### config.mk
export PLATFORM = sky130hd
export DESIGN_NAME = hex_scan_mux
export DESIGN_NICKNAME = d
export VERILOG_FILES = /design/src/rtl/hex_scan_mux.sv
export SDC_FILE = /design/constraint.sdc
export NUM_CORES = 1
export LEC_CHECK = 0
export ABC_AREA = 1
export CAP_MARGIN = 5
export CORE_AREA = 2 2 84 86
export CTS_CLUSTER_DIAMETER = 100
export DETAILED_ROUTE_END_ITERATION = 8
export DIE_AREA = 0 0 86 88
export GPL_ROUTABILITY_DRIVEN = 0
export GPL_TIMING_DRIVEN = 0
export HOLD_SLACK_MARGIN = 0.03
export PLACE_DENSITY = 0.83
export SLEW_MARGIN = 20
export SYNTH_ARGS = -nofsm -noshare
export SYNTH_HDL_FRONTEND = slang
export SYNTH_SLANG_ARGS = --single-unit
### constraint.sdc
create_clock -name clk -period 1.5 [get_ports clk]
set_input_delay 0.15 -clock clk [delete_from_list [all_inputs] [get_ports clk]]
set_output_delay 0.15 -clock clk [all_outputs]
set_load 0.05 [all_outputs]
### src/rtl/hex_scan_mux.sv
// Time-multiplexed scan driver for a 4-digit common-anode 7-segment display.
// Optional leading-zero blanking is compiled in when HEX_SCAN_LZB_EN is defined.
module hex_scan_mux #(
    parameter int REFRESH_DIV  = 50000,
    parameter int BLANK_CYCLES = 4
) (
    input  logic        clk,
    input  logic        rst_n,
    input  logic [15:0] value_in,
    input  logic [3:0]  dp_in,
    input  logic        load,
    output logic [3:0]  hex_out,
    output logic        dp_out,
    output logic [3:0]  digit_en_n,
    output logic [1:0]  digit_idx,
    output logic        frame_tick
);

    localparam int            CW = (REFRESH_DIV > 1) ? $clog2(REFRESH_DIV) : 1;
    localparam logic [CW-1:0] TC = CW'(REFRESH_DIV - 1);

    logic [CW-1:0] r_presc;
    logic [1:0]    r_slot;
    logic [15:0]   r_pend_val;
    logic [3:0]    r_pend_dp;
    logic          r_pend_flag;
    logic [15:0]   r_disp_val;
    logic [3:0]    r_disp_dp;

    logic [3:0]    r_hex;
    logic          r_dp;
    logic [3:0]    r_en_n;
    logic [1:0]    r_idx;
    logic          r_tick;

    logic          w_tc;
    logic          w_blank;
    logic [3:0]    w_lzb_mask;
    logic [3:0]    w_en_n;

    assign w_tc = (r_presc == TC);

    generate
        if (BLANK_CYCLES == 0) begin : g_no_blank
            assign w_blank = 1'b0;
        end else begin : g_blank
            assign w_blank = (r_presc < CW'(BLANK_CYCLES));
        end
    endgenerate

`ifdef HEX_SCAN_LZB_EN
    // A digit is suppressed only if it and every digit to its left is a bare zero.
    always_comb begin
        w_lzb_mask    = 4'b0000;
        w_lzb_mask[3] = (r_disp_val[15:12] == 4'h0) && !r_disp_dp[3];
        w_lzb_mask[2] = w_lzb_mask[3] && (r_disp_val[11:8] == 4'h0) && !r_disp_dp[2];
        w_lzb_mask[1] = w_lzb_mask[2] && (r_disp_val[7:4] == 4'h0) && !r_disp_dp[1];
    end
    assign w_en_n = w_blank ? 4'b1111 : (~(4'b0001 << r_slot) | w_lzb_mask);
`else
    assign w_lzb_mask = 4'b0000;
    assign w_en_n     = w_blank ? 4'b1111 : ~(4'b0001 << r_slot);
`endif

    always_ff @(posedge clk or negedge rst_n) begin
        if (!rst_n) begin
            r_presc <= '0;
            r_slot  <= 2'd0;
        end else if (w_tc) begin
            r_presc <= '0;
            r_slot  <= r_slot + 2'd1;
        end else begin
            r_presc <= r_presc + CW'(1);
        end
    end

    // A load coincident with a slot boundary goes straight to the display.
    always_ff @(posedge clk or negedge rst_n) begin
        if (!rst_n) begin
            r_pend_val  <= 16'h0000;
            r_pend_dp   <= 4'h0;
            r_pend_flag <= 1'b0;
            r_disp_val  <= 16'h0000;
            r_disp_dp   <= 4'h0;
        end else begin
            if (load) begin
                r_pend_val <= value_in;
                r_pend_dp  <= dp_in;
            end
            if (w_tc) begin
                r_pend_flag <= 1'b0;
                if (load) begin
                    r_disp_val <= value_in;
                    r_disp_dp  <= dp_in;
                end else if (r_pend_flag) begin
                    r_disp_val <= r_pend_val;
                    r_disp_dp  <= r_pend_dp;
                end
            end else if (load) begin
                r_pend_flag <= 1'b1;
            end
        end
    end

    always_ff @(posedge clk or negedge rst_n) begin
        if (!rst_n) begin
            r_hex  <= 4'h0;
            r_dp   <= 1'b0;
            r_en_n <= 4'b1111;
            r_idx  <= 2'd0;
            r_tick <= 1'b0;
        end else begin
            r_hex  <= r_disp_val[{r_slot, 2'b00} +: 4];
            r_dp   <= r_disp_dp[r_slot];
            r_en_n <= w_en_n;
            r_idx  <= r_slot;
            r_tick <= (r_presc == '0) && (r_slot == 2'd0);
        end
    end

    assign hex_out    = r_hex;
    assign dp_out     = r_dp;
    assign digit_en_n = r_en_n;
    assign digit_idx  = r_idx;
    assign frame_tick = r_tick;

endmodule

==> out/qor.yml <==
grt_pass1_vias: 2384
drt_iter0_drc: 138
dr.pass1.iters: 4
grt-ovfl-total: 0
worstReg2RegStart: "r_presc[4]$_DFF_PN0_"
final_common_cell: "nand2_1"
viasPerCell: 4.91
hp-class: "primary input to async pin"
fillers: 573
row_count: 30
cp-end-kind: "flip-flop"
p_per_area_nw_per_um2: 976
leakagePower_uw: 0.00213
ant_nets: 0
cts_buffers: 9
drcViolationCount: 0
worst_pin_slew_ns: 0.503
clock_latency_ns: 0.34
maxSlewHeadroom: 0.666
cts.sink_count: 71
yosysWarnings: 0
rr_endpoint: "r_disp_val[5]$_DFFE_PN0P_"
arrival_ns: 1.70
path_max_fanout: 10
gr-usage-all-layers: 0.184
setup.worst_path.start_class: "flip-flop"
fmax_mhz: 703
multiInputGateArea_um2: 1300
holdWs_ns: 0.284
fin_worst_skew_ns: 0.00948
layout_common_cells: "nand2_1 (144), dfrtp_1 (65), nor2_1 (38), inv_1 (27), nand4_1 (24)"
root_buffer: "clkbuf_8"
grt_max_degree: 40
rsz0062_at_grt: "no"
cts_htree_levels: 3
dieArea_um2: 7570
slew_viol_final: 0
syn_area_per_cell_um2: 8.67
areaGrowthSynthToFinish_pct: 21.7
coreArea_um2: 6640
clk_path_buf_depth: 2
start_util: 0.492
yosysUniqueCellTypes: 26
finalHoldViolCount: 0
fin_crit_sh: 0.948
ios: 35
chipWidth_um: 86
ff2ff_setup_slack_ns: 0.08
ys_ff_latch: 71
die_h_um: 88
drive_above_1_share: 0.124
wire_per_inst_um: 12.3
dp_hpwl_um: 4690
nets: 452
diodes: 0
ff_latch_area_um2: 1780
wirelength_um: 6250
cts_tree: "built"
antenna_found_initial: 0
synth_cells: 377
setup-violations-final: 0
path_clk_slew_ns: 0.07
num_vias: 2493
postCtsSetupRepairBufs: 0
worstRegToRegCells: 6
crit_type: "flip-flop to flip-flop"
grt_pass1_wl_um: 10700
outcome: "complete, no violations"
drv_cap: 0
synth_nets: 406
portBuffers: 34
syn_area_um2: 3270
tns_ns: 0
crit_required_ns: 1.78
ir_worst_vdd_mv: 0.790
min_period_ns: 1.42
seq_area_frac_synth: 0.545
total_power_uw: 3880
-- cells by family (layout without fill, tap and decap cells) --
family,after synthesis,in the layout,share of synthesized area
compound gates,18,18,0.0295
xor+xnor,7,7,0.0188
simple gates,230,230,0.320
fa+ha+maj,6,6,0.0230
flops,71,71,0.545
buf+inv,45,96,0.0632
-- metrics by stage --
step | utilization | std cells | worst slack [ns] | instance area [µm²]
floorplan | - | 377 | 0.125 | 3270
global route | 0.599 | 508 | 0.00112 | 3980
detailed placement | 0.561 | 492 | -0.0532 | 3730
global placement | 0.558 | 491 | -1.98 | 3710
CTS | 0.598 | 509 | 0.0108 | 3980
finish | 0.599 | 508 | 0.0780 | 3980
-- cell type report --
cell class / count / area share
Sequential cell: 71 / 0.448
Multi-Input combinational cell: 261 / 0.326
Timing Repair Buffer: 36 / 0.0912
Clock buffer: 12 / 0.0390
Inverter: 31 / 0.0292
Tap cell: 80 / 0.0252
Buffer: 13 / 0.0217
Clock inverter: 4 / 0.0192
-- worst max-delay path: stages (launching register included) --
cell and delay [ns]:
dfrtp_1 0.43, nor2_2 0.22, nand2_2 0.13, nor2_8 0.16, buf_4 0.18, nand4_1 0.13, nand2_1 0.10
-- cells in the mapped netlist --
cell / number / area [µm²]
nor3_2: 1 / 10.0
nand2_1: 145 / 544
buf_6: 4 / 45.0
nand4_1: 24 / 150
nand3_2: 1 / 10.0
buf_1: 3 / 11.3
dfstp_2: 4 / 105
o21ai_0: 11 / 55.1
nand2_2: 1 / 6.26
o22ai_1: 5 / 31.3
nor2_8: 2 / 40.0
nor2_1: 39 / 146
nand3_4: 2 / 35.0
nor2_2: 2 / 12.5
clkbuf_1: 5 / 18.8
nor2_4: 2 / 22.5
inv_1: 27 / 101
nand4_2: 2 / 25.0
ha_1: 6 / 75.1
a21oi_1: 2 / 10.0
nor3_1: 2 / 10.0
inv_2: 4 / 15.0
dfrtp_1: 67 / 1680
buf_4: 2 / 15.0
nand3_1: 7 / 35.0
xor2_1: 7 / 61.3
-- worst max-delay path by stage --
stage | startpoint | to | slack [ns] | cells past startpoint
2_1_floorplan | r_presc[0]$_DFF_PN0_ | r_disp_val[12]$_DFFE_PN0P_ | 0.12 | 7
3_3_place_gp | rst_n | r_pend_val[12]$_DFFE_PN0P_ | -1.98 | 1
3_5_place_dp | r_presc[0]$_DFF_PN0_ | r_disp_val[3]$_DFFE_PN0P_ | -0.05 | 7
4_1_cts | r_presc[0]$_DFF_PN0_ | r_disp_val[3]$_DFFE_PN0P_ | 0.01 | 7
5_1_grt | r_presc[7]$_DFF_PN0_ | r_disp_val[5]$_DFFE_PN0P_ | 0.001 | 6
6_report | r_presc[4]$_DFF_PN0_ | r_disp_val[5]$_DFFE_PN0P_ | 0.08 | 6
-- registers in the layout, summed over array words and instances (netlist names), 2 cells and up --
register,flops
r_disp_val,16
digit_idx,2
digit_en_n,4
r_pend_val,16
r_slot,2
hex_out,4
r_pend_dp,4
r_presc,16
r_disp_dp,4
-- power by group --
part,switching [µW],total [µW],internal (µW)
sequential,13.0,1970,1960
combinational,102,182,80.1
clock,693,1730,1030
-- repair_timing --
| action | CTS | global route |
|---|---|---|
| hold buffers | 1 | 0 |
| endpoints found under the hold margin | 32 | 0 |
| gates cloned | 0 | 0 |
| endpoints found under the setup margin | 33 | 26 |
| resized for setup | 22 | 4 |
| pin swaps | 0 | 1 |
-- routing by layer --
layer,GRT usage,vias to the layer above,wire length [µm]
met2,0.309,57,3080
met3,0.0566,5,274
met4,0.0649,0,82
li1,-,1289,-
met1,0.226,1142,2810
met5,0,-,0
No activity file was read; power rests on OpenSTA's default activity.
